==> config.mk <==
export PLATFORM = sky130hd
export DESIGN_NAME = fifo_wr_arbiter
export DESIGN_NICKNAME = d
export VERILOG_FILES = /design/src/rtl/fifo_wr_arbiter.sv
export SDC_FILE = /design/constraint.sdc
export NUM_CORES = 1
export LEC_CHECK = 0
export ABC_AREA = 1
export BUFFER_PORTS_ARGS = -buffer_cell sky130_fd_sc_hd__buf_2
export CAP_MARGIN = 20
export CORE_MARGIN = 3
export CORE_UTILIZATION = 48
export CTS_BUF_LIST = sky130_fd_sc_hd__clkbuf_8
export DETAILED_ROUTE_END_ITERATION = 10
export GPL_TIMING_DRIVEN = 0
export PLACE_DENSITY = 0.95
export SYNTH_ARGS = -nofsm -noshare
export SYNTH_HDL_FRONTEND = slang
export SYNTH_SLANG_ARGS = --single-unit
==> constraint.sdc <==
create_clock -name wrt_clk -period 4.8 [get_ports wrt_clk]
set_clock_uncertainty 0.1 [all_clocks]
set_input_delay 0.24 -clock wrt_clk [delete_from_list [all_inputs] [get_ports wrt_clk]]
set_output_delay 0.24 -clock wrt_clk [all_outputs]
set_load 0.02 [all_outputs]
==> src/rtl/fifo_wr_arbiter.sv <==
// fifo_wr_arbiter: round-robin arbiter that funnels NUM_REQ requesters into
// one FIFO write port in the write-clock domain.
// Optional feature macro: WR_ARB_PKT_LOCK_EN. When it is defined, a grant is
// held for a whole packet and released only by a beat with req_last set.
// Without it, every accepted beat releases the grant.
//
// Handshake: a beat moves when req_valid[g] & req_ready[g] is seen at a rising
// wrt_clk edge. Only the current owner g can see req_ready high, and only while
// full is low. The ready signal does not depend on the owner's own valid.
// wrt_en marks exactly those transfer cycles.
//
// Debug visibility: busy is the FSM state (GRANT = 1). grant is the registered
// one-hot owner.
module fifo_wr_arbiter #(
  parameter int NUM_REQ = 4,
  parameter int DATA_W  = 8
) (
  input  logic                      wrt_clk,
  input  logic                      wrt_rst_n,
  input  logic [NUM_REQ-1:0]        req_valid,
  input  logic [NUM_REQ-1:0]        req_last,
  input  logic [NUM_REQ*DATA_W-1:0] req_data,
  output logic [NUM_REQ-1:0]        req_ready,
  input  logic                      full,
  output logic                      wrt_en,
  output logic [DATA_W-1:0]         wrt_data,
  output logic [NUM_REQ-1:0]        grant,
  output logic                      busy
);

  localparam int IDX_W = $clog2(NUM_REQ);

  typedef enum logic {
    IDLE  = 1'b0,
    GRANT = 1'b1
  } state_e;

  state_e             state_q;
  logic [NUM_REQ-1:0] grant_q;
  logic [IDX_W-1:0]   owner_q;
  logic [IDX_W-1:0]   last_owner_q;

  logic [IDX_W-1:0]   winner_d;
  logic               any_valid;
  logic               owner_valid;
  logic               xfer;
  logic               end_own;
  logic               drop_own;

  // Round-robin winner: the first valid requester after last_owner, with wrap.
  always_comb begin
    int  idx;
    logic found;
    idx      = 0;
    found    = 1'b0;
    winner_d = '0;
    for (int i = 1; i <= NUM_REQ; i++) begin
      idx = int'(last_owner_q) + i;
      if (idx >= NUM_REQ) idx = idx - NUM_REQ;
      if (!found && req_valid[idx[IDX_W-1:0]]) begin
        found    = 1'b1;
        winner_d = idx[IDX_W-1:0];
      end
    end
  end

  assign any_valid   = |req_valid;
  assign owner_valid = req_valid[owner_q];
  assign xfer        = (state_q == GRANT) && owner_valid && !full;

`ifdef WR_ARB_PKT_LOCK_EN
  // The grant ends only on the last beat. A stall of the owner keeps the grant.
  assign end_own  = xfer && req_last[owner_q];
  assign drop_own = 1'b0;
`else
  // Every beat ends the grant. If the owner lets go of valid, the grant returns
  // to IDLE without updating last_owner.
  logic unused_req_last;
  assign unused_req_last = ^req_last;
  assign end_own  = xfer;
  assign drop_own = (state_q == GRANT) && !owner_valid && !full;
`endif

  // Arbitration FSM. grant and the owner index are registered.
  always_ff @(posedge wrt_clk or negedge wrt_rst_n) begin
    if (!wrt_rst_n) begin
      state_q      <= IDLE;
      grant_q      <= '0;
      owner_q      <= '0;
      last_owner_q <= IDX_W'(NUM_REQ - 1);
    end else begin
      case (state_q)
        IDLE: begin
          if (any_valid) begin
            state_q <= GRANT;
            grant_q <= {{(NUM_REQ-1){1'b0}}, 1'b1} << winner_d;
            owner_q <= winner_d;
          end else begin
            grant_q <= '0;
          end
        end
        GRANT: begin
          if (end_own) begin
            last_owner_q <= owner_q;
            grant_q      <= '0;
            state_q      <= IDLE;
          end else if (drop_own) begin
            grant_q <= '0;
            state_q <= IDLE;
          end
        end
        default: begin
          state_q <= IDLE;
          grant_q <= '0;
        end
      endcase
    end
  end

  assign busy      = (state_q == GRANT);
  assign grant     = grant_q;
  assign req_ready = (busy && !full) ? grant_q : '0;
  assign wrt_en    = xfer;
  assign wrt_data  = busy ? req_data[owner_q*DATA_W +: DATA_W] : '0;

endmodule

* Word-level counts from Yosys, hierarchy flattened
Cells that the tools add are included.
** Operators by class
- Add/sub/neg operators :: 8
- $mul :: 0
- Div/mod/pow operators :: 0
- Magnitude comparators :: 9
- Eq/ne operators :: 1
- Shift-type cells :: 2
- Multiplexer cells :: 31
- Bitwise logic cells :: 1
- Reduce and logical (&&, ||, !) cells :: 16
** Operator list (count)
- $shiftx A32 B6 Y8 :: 1
- $mux W2 :: 8
- $mux W4 :: 4
- $lt A2 B3 Y1 const B :: 5
- $mux W1 :: 11
- $bmux W1 S2 :: 5
- $ge A3 B3 Y1 const B :: 3
- $logic_and A1 B1 Y1 :: 8
- $mux W8 :: 1
- $pmux W4 S2 :: 1
- $sub A2 B1 Y2 const B :: 4
- $add A2 B2 Y3 const B :: 2
- $logic_not A1 Y1 :: 5
- $add A2 B3 Y4 const B :: 1
- $ge A4 B3 Y1 const B :: 1
- $reduce_and A2 Y1 :: 2
- $reduce_or A4 Y1 :: 1
- $shl A1 B2 Y4 const A :: 1
- $add A2 B1 Y3 const B :: 1
- $ne A3 B2 Y1 const B :: 1
- $pmux W1 S2 :: 1
- $not A1 Y1 :: 1
** Storage, ports and cells
- Register bits :: 9
- Bits in latches :: 0
- RAM bits :: 0
- Memory bits (read-only) :: 0
- Bits of input ports :: 43
- Output and inout bits :: 18
- Logic and storage cells :: 72
- Memories :: 0

* Depth between registers and ports, before layout
- Depth after elaboration :: 18
- Mapped depth :: 11
- Depth with buffers taken out :: 11

* Least setup slack after synthesis
OpenSTA, ideal clock, no wires.
- Kind :: register -> output
- Start point :: register owner_q[0]
- End point :: output wrt_data[0]
- Arrival :: 1.244 ns
- Data required time :: 4.460 ns
- Setup slack :: 3.216 ns
- Stages on the path, launching flop included :: 6
- Path buffers :: 2
- Cells stage by stage :: dfrtp_1 > buf_2 > inv_1 > clkbuf_1 > o21ai_0 > a21oi_1
** Between the ends
- Cells in the longest elaborated chain, start to end :: 2
** Ends and longest elaborated chain
- start, declared :: line 40 : logic [IDX_W-1:0] owner_q;
- start signal, assigned :: line 97 : owner_q <= winner_d;
- $shiftx A32 B6 Y8 :: line 124 : assign wrt_data = busy ? req_data[owner_q*DATA_W +: DATA_W] : '0;
- $mux W8 :: line 124
- end, declared :: line 26 : output logic [DATA_W-1:0] wrt_data,
No other way between the ends.

* Worst setup path in the final report
- Start point :: register owner_q[0]
- End point :: output wrt_en
** Between the ends
- Cells in the longest elaborated chain, start to end :: 4
** Ends and longest elaborated chain
- $bmux W1 S2 :: line 68 : assign owner_valid = req_valid[owner_q];
- $mux W1 (not written as such) :: line 68
- $logic_and A1 B1 Y1 (2 in series) :: line 69 : assign xfer = (state_q == GRANT) && owner_valid && !full;
- end, declared :: line 25 : output logic wrt_en,
No other way between the ends. The select of a mux whose other input is x is not followed.

==> flow_summary.ini <==
[sta]
period_minus_slack_ps = 1980
slew_viol_final = 0
worst_slack_ps = 2820
max_slew_margin_pct = 72.6
max_freq_ghz = 0.504
period_share_pct = 41.3
hold_violations = 0
grt_setup_unrepaired = false
setup_violations = 0
worst_pin_slew_ps = 410
fin_tns_setup_ps = 0

[setup_path]
cp.buffers_inverters = 5
required_ps = 4460
max_stage_delay_ps = 320
crit_top_cell = buf_2
crit_slowest_cell = dfrtp_1
start_kind = flop
worst-r2r-cell-count = 10
cp.arrival_ps = 1640
critical_path.top_delay_family = buffers and inverters
r2r_start = last_owner_q[0]
r2r_slack_ps = 3070
crit_type = reg2out
r2r_end = owner_q[1]
cp-startpoint = owner_q[0]
crit_chain = buf_2 > inv_1 > buf_2 > a21oi_1 > o21ai_1 > nand2_1 > nand2_1 > inv_1 > buf_2
end_kind = primary output
path_max_fanout = 10

[place]
portBuffers = 56
place_ws_ps = 3090
dp.final_hpwl_um = 2250
post_dp_cell_area_mm2 = 0.00133
gp_congestion = 0.812

[grt]
grt_pass1_wl_um = 4600
grt_max_degree = 11
grt.total_usage_pct = 22.3
grt_pass1_vias = 1145
grt-ovfl-total = 0
antenna_found_initial = 0

[routing]
drt-met1-wl_um = 1220
dr_wl_met2_um = 1460
vias = 1331
drt_iter0_markers = 14
firstDrtPassIters = 4
avgViaCountPerCell = 4.93
wire_per_inst_um = 10.7
drcViolationCount = 0
dr_wl_met3_um = 172
routed_wl_um = 2880
ant_nets = 0
dr.max_layer_used = met4

[clock_tree]
clock-sinks = 9
numCtsBuffers = 3
h-tree-depth = 1
cts_tree = built
clkTransAtPathRegs_ps = 50
clockBufferDepth = 2
clkLatencyLatePin_ps = 240
root_buffer = clkbuf_8

[layout]
mostFrequentLayoutCell = buf_2
final_cell_area_mm2 = 0.00139
mostFrequentLayoutCells = buf_2 (61), nand2_1 (44), nor2_1 (38)
drive_above_1_share_pct = 35.4
antenna_cells = 0
synthToLayoutAreaGrowth_pct = 36.3
num-nets-final = 287

[min_path]
hold_end = busy
worstHoldStart = full
holdPathStages = 3
hp-class = in2reg

[synthesis]
syn-instance-count = 182
synth_area_mm2 = 0.00102
avgSynthCellArea_um2 = 5.58
synth_fp_nets = 225
ys_ff_latch = 9
yosys_warnings = 0
ys_seq_area_share_pct = 22.4
ys_types = 22

[power]
peakVddDrop_uv = 358
switching_share_pct = 55.8
pwr-share-comb_pct = 74.0
p_switching_uw = 490
leakage_uw = 0.000806
clkPwrFrac_pct = 9.9
p_seq_share_pct = 16.0
powerDensity_mw_per_mm2 = 634
p_int_uw = 388

[floorplan]
coreArea_mm2 = 0.00198
die_x_um = 52.0
fp.dieH_um = 52.0
ioPinCount = 61
initial_core_util_pct = 51.3
row_count = 16
die_area_mm2 = 0.00270

[run]
drv_cap = 0

[run_status]
status = complete, no violations
==> power by group through the flow <==
| stage | logic [uW] | clock network, uW | registers (uW) |
|---|---|---|---|
| after CTS | 647 | 87.5 | 139 |
| after detailed placement | 641 | 0 | 140 |
| after global placement | 629 | 0 | 139 |
| after floorplan | 470 | 0 | 155 |
| after global routing | 721 | 92.8 | 146 |
| final | 650 | 87.4 | 141 |
==> state kept, by name, summed over array words and instances (netlist names) <==
signal        flops
last_owner_q      2
grant             4
owner_q           2
busy              1
==> cell type report <==
class | instances | area, um^2
fillers | 176 | 597
multi-input cells | 146 | 673
well taps | 27 | 33.8
flip-flops and latches | 9 | 228
inverters | 19 | 71.3
plain buffers | 8 | 43.8
clock buffers | 3 | 41.3
repair buffers | 57 | 290
clock inverters | 1 | 3.75
==> timing repair <==
item,CTS,global route
hold buffers,1,0
resized for setup,0,0
hold endpoints to repair,9,0
setup buffers,0,0
==> per-layer routing <==
layer | up-vias | track usage (%)
li1 | 698 | -
met1 | 581 | 27.7
met2 | 48 | 39.7
met3 | 4 | 2.58
met4 | 0 | 6.55
met5 | - | 0
==> cells in the mapped netlist (all sizes together) <==
| cell | count | share of area [%] |
|---|---|---|
| o21bai | 1 | 0.74 |
| inv | 19 | 7.0 |
| buf | 6 | 3.6 |
| nand3b | 1 | 0.74 |
| dfrtp | 7 | 17 |
| nor2 | 41 | 16 |
| clkbuf | 2 | 0.74 |
| nand3 | 7 | 3.9 |
| nand2 | 56 | 24 |
| o21ai | 23 | 11 |
| a21oi | 10 | 4.9 |
| dfstp | 2 | 5.2 |
| a21boi | 1 | 0.74 |
| nand4 | 5 | 3.7 |
| nor4 | 1 | 0.62 |
==> how the worst max path moves through the flow <==
stage | endpoint | slack [ps] | cells past startpoint
global placement | wrt_en | 3110 | 9
detailed placement | wrt_data[3] | 3090 | 7
CTS | wrt_en | 2820 | 9
floorplan | wrt_data[0] | 3220 | 5
global route | wrt_data[4] | 2670 | 6
finish | wrt_en | 2820 | 9
==> per-stage QoR <==
| stage | hold slack [ps] | instances | util (%) | total power [uW] |
|---|---|---|---|---|
| global placement | -3.82 | 265 | 67.1 | 769 |
| finish | 159 | 270 | 69.9 | 878 |
| CTS | 161 | 270 | 69.9 | 874 |
| global route | 183 | 270 | 69.9 | 959 |
| detailed placement | 1.61 | 265 | 67.1 | 781 |
| floorplan | -156 | 182 | - | 625 |
==> worst register-to-register path, stage by stage (launching register included) <==
cell and delay [ps]:
dfstp_2 580, buf_6 160, nand2_1 60, nand2_1 80, nand2_2 80, a21boi_1 150
nand2_1 100, inv_1 60, nand2_1 90, nand2_1 70, o21ai_0 70
==> cells by family (layout without fill, tap and decap cells) <==
kind of cell	Yosys count	in the layout	synth area share, %
AOI/OAI and AO/OA	35	35	17.7
DFF	9	9	22.4
buffers and inverters	27	88	11.3
and+or+nand+nor	111	111	48.5
Note: power is estimated with default switching activity, not from simulation.
